<file path="config.mk">
export PLATFORM = sky130hd
export DESIGN_NAME = cmp_arbiter
export DESIGN_NICKNAME = d
export VERILOG_FILES = /design/src/rtl/cmp_arbiter.sv
export SDC_FILE = /design/constraint.sdc
export NUM_CORES = 1
export LEC_CHECK = 0
export ABC_AREA = 1
export BUFFER_PORTS_ARGS = -buffer_cell sky130_fd_sc_hd__clkbuf_2
export CAP_MARGIN = 20
export CORE_ASPECT_RATIO = 0.7
export CORE_MARGIN = 1
export CORE_UTILIZATION = 38
export CTS_BUF_LIST = sky130_fd_sc_hd__clkbuf_2 sky130_fd_sc_hd__clkbuf_4 sky130_fd_sc_hd__clkbuf_8
export DETAILED_ROUTE_END_ITERATION = 12
export PLACE_DENSITY = 0.77
export SETUP_SLACK_MARGIN = 0.2
export SLEW_MARGIN = 20
export SYNTH_ARGS = -nofsm -noshare
export SYNTH_HDL_FRONTEND = slang
export SYNTH_SLANG_ARGS = --single-unit
</file>
<file path="constraint.sdc">
create_clock -name clk -period 2.6 [get_ports clk]
set_clock_uncertainty 0.15 [all_clocks]
set_input_delay 0 -clock clk [delete_from_list [all_inputs] [get_ports clk]]
set_output_delay 0 -clock clk [all_outputs]
set_load 0.01 [all_outputs]
</file>
<file path="src/rtl/cmp_arbiter.sv">
// cmp_arbiter: round-robin arbiter in front of one shared unsigned comparator.
// Each accepted request is compared in one cycle. The result sits in a
// single-entry register until the consumer takes it.
// A new result may replace the drained one on the same edge, so there is no bubble.
// Optional build macro CMP_ARB_STATS_EN adds gnt_cnt: a saturating
// 16-bit transfer counter for each requester.
module cmp_arbiter #(
    parameter int WIDTH = 8,
    parameter int N_REQ = 4,
    parameter int ID_W  = 2
) (
    input  logic                   clk,
    input  logic                   rst_n,
    input  logic [N_REQ-1:0]       req_valid,
    output logic [N_REQ-1:0]       req_ready,
    input  logic [N_REQ*WIDTH-1:0] req_a,
    input  logic [N_REQ*WIDTH-1:0] req_b,
    output logic                   rsp_valid,
    input  logic                   rsp_ready,
    output logic [ID_W-1:0]        rsp_id,
    output logic                   rsp_equal,
    output logic                   rsp_greater,
    output logic                   rsp_less,
    output logic                   busy
`ifdef CMP_ARB_STATS_EN
    ,
    output logic [N_REQ*16-1:0]    gnt_cnt
`endif
);

    localparam logic [0:0] S_EMPTY = 1'b0;
    localparam logic [0:0] S_FULL  = 1'b1;

    logic [0:0]       state;
    logic [ID_W-1:0]  last_grant;
    logic [N_REQ-1:0] gnt_oh;
    logic [ID_W-1:0]  gnt_id;
    logic             gnt_found;
    logic             accept;
    logic             xfer;
    logic [WIDTH-1:0] a_sel;
    logic [WIDTH-1:0] b_sel;

    // Round-robin search: the first valid requester above last_grant wins.
    // If none is found, the search wraps to requester 0 and goes up to last_grant.
    always_comb begin
        // NOTE: every output of this block gets a default first; a path that skips an assignment would infer a latch.
        gnt_oh    = '0;
        gnt_id    = '0;
        gnt_found = 1'b0;
        for (int i = 0; i < N_REQ; i++) begin
            if (!gnt_found && req_valid[i] && (i > int'(last_grant))) begin
                gnt_found = 1'b1;
                gnt_oh[i] = 1'b1;
                gnt_id    = ID_W'(i);
            end
        end
        for (int i = 0; i < N_REQ; i++) begin
            if (!gnt_found && req_valid[i] && (i <= int'(last_grant))) begin
                gnt_found = 1'b1;
                gnt_oh[i] = 1'b1;
                gnt_id    = ID_W'(i);
            end
        end
    end

    // Handshake: accept when the result slot is empty or is being drained this cycle.
    // req_ready depends only on control signals, so no operand bit reaches it.
    always_comb begin
        accept    = (state == S_EMPTY) || rsp_ready;
        req_ready = (accept && rst_n) ? gnt_oh : '0;
        xfer      = |req_ready;
    end

    // Operand mux: pass the granted requester's operands to the shared comparator.
    always_comb begin
        a_sel = '0;
        b_sel = '0;
        for (int i = 0; i < N_REQ; i++) begin
            if (gnt_oh[i]) begin
                a_sel = req_a[i*WIDTH +: WIDTH];
                b_sel = req_b[i*WIDTH +: WIDTH];
            end
        end
    end

    // EMPTY/FULL state and the result register, loaded on every transfer.
    // last_grant moves only when a transfer happens.
    always_ff @(posedge clk or negedge rst_n) begin
        if (!rst_n) begin
            // NOTE: the result fields are reset as well, so no stale result is visible after reset.
            state       <= S_EMPTY;
            last_grant  <= ID_W'(N_REQ - 1);
            rsp_id      <= '0;
            rsp_equal   <= 1'b0;
            rsp_greater <= 1'b0;
            rsp_less    <= 1'b0;
        end else begin
            // NOTE: sequential state uses non-blocking assignment, so every flop samples values from before the edge.
            if (xfer) begin
                state       <= S_FULL;
                last_grant  <= gnt_id;
                rsp_id      <= gnt_id;
                rsp_equal   <= (a_sel == b_sel);
                rsp_greater <= (a_sel >  b_sel);
                rsp_less    <= (a_sel <  b_sel);
            end else if (rsp_ready) begin
                state <= S_EMPTY;
            end
        end
    end

    // busy and rsp_valid both show that the result register is occupied.
    always_comb begin
        rsp_valid = (state == S_FULL);
        busy      = (state == S_FULL);
    end

`ifdef CMP_ARB_STATS_EN
    logic [15:0] cnt_q [N_REQ];

    // Transfer counter for each requester. It stops at 0xFFFF and does not wrap.
    always_ff @(posedge clk or negedge rst_n) begin
        if (!rst_n) begin
            for (int i = 0; i < N_REQ; i++) begin
                cnt_q[i] <= '0;
            end
        end else begin
            for (int i = 0; i < N_REQ; i++) begin
                if (req_ready[i] && (cnt_q[i] != 16'hFFFF)) begin
                    cnt_q[i] <= cnt_q[i] + 16'd1;
                end
            end
        end
    end

    // Pack the counters with the same layout as req_a.
    always_comb begin
        gnt_cnt = '0;
        for (int i = 0; i < N_REQ; i++) begin
            gnt_cnt[i*16 +: 16] = cnt_q[i];
        end
    end
`endif

endmodule

</file>
# Word level (Yosys, flattened, before mapping)
# Index checks and enable logic that the tools add are counted.
# W data, S select, Z words.
# op_classes
eq_ne	1
order_cmp	8
n_reduce_logical	22
n_bitwise	1
mux	30
# ops
operator	n
$mux W8	8
$mux W1	15
$logic_and A1 B1 Y1	13
$mux W2	6
$eq A8 B8 Y1	1
$gt A8 B8 Y1	1
$lt A8 B8 Y1	1
$logic_not A1 Y1	6
$gt A2 B2 Y1 const A	2
$le A2 B2 Y1 const A	2
$mux W4	1
$reduce_or A4 Y1	1
$gt A1 B2 Y1 const A	1
$le A1 B2 Y1 const A	1
$reduce_bool A2 Y1	1
$logic_or A1 B1 Y1	1
$not A1 Y1	1
# word_totals
reg_bits	8

# Longest topological paths before layout
# depth
ltp_word	29
depth_mapped	19
mapped_depth_nobuf	18

# Worst setup path after synthesis
# Ideal clock, no wire load.
# synth_timing
path_type	flip-flop to flip-flop
start	register last_grant[1]
end	register rsp_greater
stages_incl_launch_ff	17
path_buffers	1
path_slack_ps	83
t_arrival_ps	2250
path_cell_list	dfstp_2 -> nand2_1 -> nand2_2 -> nand4_1 -> o21bai_4 -> buf_2 -> a21oi_1 -> o21ai_1 -> nand2_1 -> ha_1 -> nand2_1 -> a21oi_1 -> a211oi_1 -> and2_0 -> nor2_1 -> nand2_1 -> nand2_1
# synth_via
elab_chain_len	28
# synth_rtl
element	line_no	rtl
from (decl)	35	logic [ID_W-1:0] last_grant;
from (signal assigned)	93	last_grant <= ID_W'(N_REQ - 1);
from (signal assigned)	102	last_grant <= gnt_id;
$gt A1 B2 Y1	52	if (!gnt_found && req_valid[i] && (i > int'(last_grant))) begin
$logic_and A1 B1 Y1	52	
$mux W1	52	
$logic_not A1 Y1	52	
$logic_and A1 B1 Y1 (2 in series)	52	
$mux W1	52	
$logic_not A1 Y1	52	
$logic_and A1 B1 Y1 (2 in series)	52	
[... 8 more ...]	--	
$logic_not A1 Y1	59	if (!gnt_found && req_valid[i] && (i <= int'(last_grant))) begin
$logic_and A1 B1 Y1 (2 in series)	59	
$mux W1	59	
$logic_not A1 Y1	59	
$logic_and A1 B1 Y1 (2 in series)	59	
$mux W1	59	
$mux W8 / $mux W4 (equally long branches)	80, 71	
$gt A8 B8 Y1 / $reduce_or A4 Y1 (equally long branches)	105, 72	
to (signal assigned)	105	rsp_greater <= (a_sel > b_sel);
to (decl)	22	output logic rsp_greater,
# Several ways; a longest one is shown, not always the timed one.
# A chain may end at the register's enable or synchronous reset.

# Worst setup path after layout
# Same ends and word-level chain as after synthesis.

==> summary.md <==
| Metric | Value |
|---|---|
| Antenna violations before repair | 0 |
| Final-stage net count | 370 |
| Final hold violations | 0 |
| Yosys synthesis warning count | 0 |
| Pre-CTS worst setup slack | -111 ps |
| Type of the most critical hold path | input port to async pin |
| Total Die Area | 3250 sq um |
| Startpoint Class | flop |
| PnR Total Power | 1.99 mW |
| Grt ovf | 0 |
| Clock-pin slew of the registers on the worst-case setup and hold paths | 40 ps |
| Detailed-route via count | 1708 |
| Clk Latency, worst-skew pair | 220 ps |
| Most frequent cells in the layout | sky130_fd_sc_hd__clkbuf_2 (81), sky130_fd_sc_hd__nand2_1 (53), sky130_fd_sc_hd__a21oi_1 (16) |
| Data required, critical path | 2610 ps |
| Worst ir drop on vdd | 465 uV |
| Area post-placement | 1660 sq um |
| Commonest non-fill, non-tap cell in the layout | sky130_fd_sc_hd__clkbuf_2 |
| Average instance area after synthesis | 6.10 sq um |
| Summed instance area of the synthesized netlist | 1150 sq um |
| Setup repair after global routing missed its margin | true |
| Number of H-tree levels | 1 |
| Max Cap Violations | 0 |
| Global placement routability congestion | 0.820 |
| Violated checks | negative setup slack |
| Number of sinks driven by the clock tree | 8 |
| First-pass GRT wire length | 5420 microns |
| Pin count of the biggest net entering global routing | 15 |
| Number of diodes added for antenna fixing | 0 |
| Arrival time of data at the critical path endpoint | 2810 ps |
| Boundary Pins | 82 |
| Reported leakage power | 1.09 nW |
| Residual antenna-violating net count after detailed routing | 0 |
| Clock tree from TritonCTS | done |
| Floorplan die width | 67.7 microns |
| Sequential fraction of the synthesis area | 17.7% |
| FF-to-FF End | rsp_greater |
| Wire per inst | 13.2 microns |
| Post-route DRC | 0 |
| Critical path fanouts, max | 7 |
| Peak Freq | 0.357 GHz |
| Clock root cell | sky130_fd_sc_hd__clkbuf_8 |
| Finished Layout Cells | 326 |
| Worst-case clock buffer depth | 2 |
| Synthesized flop and latch total | 8 |
| Synth unique cells | 26 |
| Kind of end point of the critical path | flop |
| Type of the worst setup path | flop to flop |
| Most instantiated flip-flop cell in the synthesis netlist | sky130_fd_sc_hd__dfrtp_1 |
| Slew Limit Headroom | 76.1% |
| Core ar. | 2820 sq um |
| Clock buffers created by TritonCTS | 3 |
| # port buffers | 81 |
| GRT Total Usage | 22.6% |
| Initial core utilization | 40.6% |
| Setup violators final | 3 |
| Actual slew at the worst max-slew pin | 359 ps |
| Starting DRT DRC Count | 98 |
| Cells after synthesis | 188 |
| Period utilisation layout | 108% |
| DP Cell Count | 309 |
| Share of synthesized flip-flops with an asynchronous set or reset | 100% |
| Via count normalized by instance count | 5.24 |
| Worst setup slack after layout | -201 ps |
| Area growth, synth to finish | 72.4% |
| Fraction of layout cells with a size suffix above 1 | 50.7% |
| Min cycle time layout | 2800 ps |
| FF-to-FF Start | last_grant[1] |
| Result of the run | complete, but fails checks |
| Design Area, Final | 1980 sq um |
| Power density over the cells | 1010 nW/um^2 |
| Final Max Tran Viols | 0 |
| Worst reg2reg setup slack | -200 ps |
| HPWL Detailed | 2950 microns |
| Die H | 48.0 microns |
| Cell row count | 16 |
| Final routed wirelength across all metal layers | 4320 microns |
| Iteration count of the initial detailed-routing pass | 4 |
| Worst reg2reg path depth | 17 |
| Number of nets produced by synthesis | 267 |
| Number of enable-type register cells in the synthesized netlist | 0 |
| Via count of the first global-routing pass | 1276 |
-- registers in the layout, summed over array words and instances, names as in the netlist --
register     count
last_grant       2
rsp_id           2
busy             1
rsp_equal        1
rsp_greater      1
rsp_less         1
-- where the power goes --
part	internal [mW]	total, mW	leakage (nW)	switching, mW
sequential	0.193	0.234	0.0951	0.0407
combinational	0.731	1.59	0.972	0.863
clock	0.116	0.164	0.0262	0.0471
-- how the worst max path moves through the flow --
| stage | start | to | slack [ps] | depth (start not counted) |
|---|---|---|---|---|
| after floorplan | last_grant[1] | rsp_greater | 120 | 18 |
| after global routing | last_grant[1] | rsp_greater | -390 | 17 |
| after detailed placement | last_grant[0] | rsp_greater | -110 | 18 |
| after CTS | last_grant[1] | rsp_greater | -70 | 18 |
| final | last_grant[1] | rsp_greater | -200 | 17 |
| after global placement | last_grant[0] | rsp_greater | -30 | 18 |
-- layer usage --
| layer | GRT usage (%) | up-vias | part of all wire (%) |
|---|---|---|---|
| li1 | - | 836 | - |
| met1 | 31.7 | 774 | 44 |
| met2 | 36.6 | 92 | 46 |
| met3 | 3.33 | 6 | 8.3 |
| met4 | 5.11 | 0 | 1.1 |
| met5 | 0 | - | 0 |
-- through the flow --
step	TNS (ps)	util, %	hold WS [ps]
global route	-929	70.1	23.4
detailed placement	-138	58.6	-288
floorplan	0	-	-446
CTS	-76.5	64.7	8.55
finish	-395	70.1	5.48
global placement	-34.6	58.6	-291
-- final cells by class --
cell class / instances / area, sq um
repair buffers: 102 / 639
multi-input cells: 157 / 960
clock buffers: 4 / 48.8
repair inverters: 1 / 5.00
well taps: 36 / 45.0
inverters: 18 / 77.6
flip-flops and latches: 8 / 203
fillers: 238 / 845
-- kinds of logic (layout without fill, tap and decap cells) --
family	after synthesis	after routing	share of synthesized area [%]
AND/OR/NAND/NOR	110	112	44.8
AO/OA/AOI/OAI	37	37	18.1
buffers and inverters	25	125	10.7
adder cells (fa/ha/maj)	8	8	8.72
flip-flops	8	8	17.7
-- worst max-delay path, stage by stage (launching register included) --
cell	delay (ps)
sky130_fd_sc_hd__dfstp_2	560
sky130_fd_sc_hd__nand2_2	90
sky130_fd_sc_hd__nand2_2	100
sky130_fd_sc_hd__nand4_1	140
sky130_fd_sc_hd__o21bai_4	200
sky130_fd_sc_hd__buf_12	150
sky130_fd_sc_hd__buf_12	120
sky130_fd_sc_hd__a21oi_1	50
sky130_fd_sc_hd__o21ai_1	180
sky130_fd_sc_hd__nand2_1	120
sky130_fd_sc_hd__ha_4	280
sky130_fd_sc_hd__a21oi_2	60
sky130_fd_sc_hd__o21ai_2	120
sky130_fd_sc_hd__nand4_1	80
sky130_fd_sc_hd__and2_4	150
sky130_fd_sc_hd__nor2_2	90
sky130_fd_sc_hd__nand2_1	50
sky130_fd_sc_hd__nand2_1	50
-- cell usage after synthesis (2+ instances only) --
cell                       n  share of area, %
sky130_fd_sc_hd__inv_1    16               5.2
sky130_fd_sc_hd__or2_0     3               1.6
sky130_fd_sc_hd__nor2_2    2               1.1
sky130_fd_sc_hd__buf_2     2              0.87
sky130_fd_sc_hd__inv_2     2              0.65
sky130_fd_sc_hd__nand4_1  13               7.1
sky130_fd_sc_hd__ha_1      8               8.7
sky130_fd_sc_hd__buf_6     2               2.0
sky130_fd_sc_hd__o21ai_1   9               3.9
sky130_fd_sc_hd__nor2_1   13               4.3
sky130_fd_sc_hd__dfstp_2   2               4.6
sky130_fd_sc_hd__nand3_2   2               1.7
sky130_fd_sc_hd__nand3_1   9               3.9
sky130_fd_sc_hd__nand2_4   2               2.0
sky130_fd_sc_hd__o21ai_0   5               2.2
sky130_fd_sc_hd__nand2_2   4               2.2
sky130_fd_sc_hd__a21oi_1  20               8.7
sky130_fd_sc_hd__buf_4     3               2.0
sky130_fd_sc_hd__dfrtp_1   6                13
sky130_fd_sc_hd__nand2_1  59                19
-- repair_timing --
action | 4_1_cts | 5_1_grt
endpoints found under the setup margin | 3 | 3
cloned | 2 | 1
buffers inserted | 6 | 2
gates resized for setup | 13 | 24
endpoints found under the hold margin | 9 | 0
hold buffers | 2 | 0
pin swaps | 9 | 24
Power figures use the tool's default switching activity.
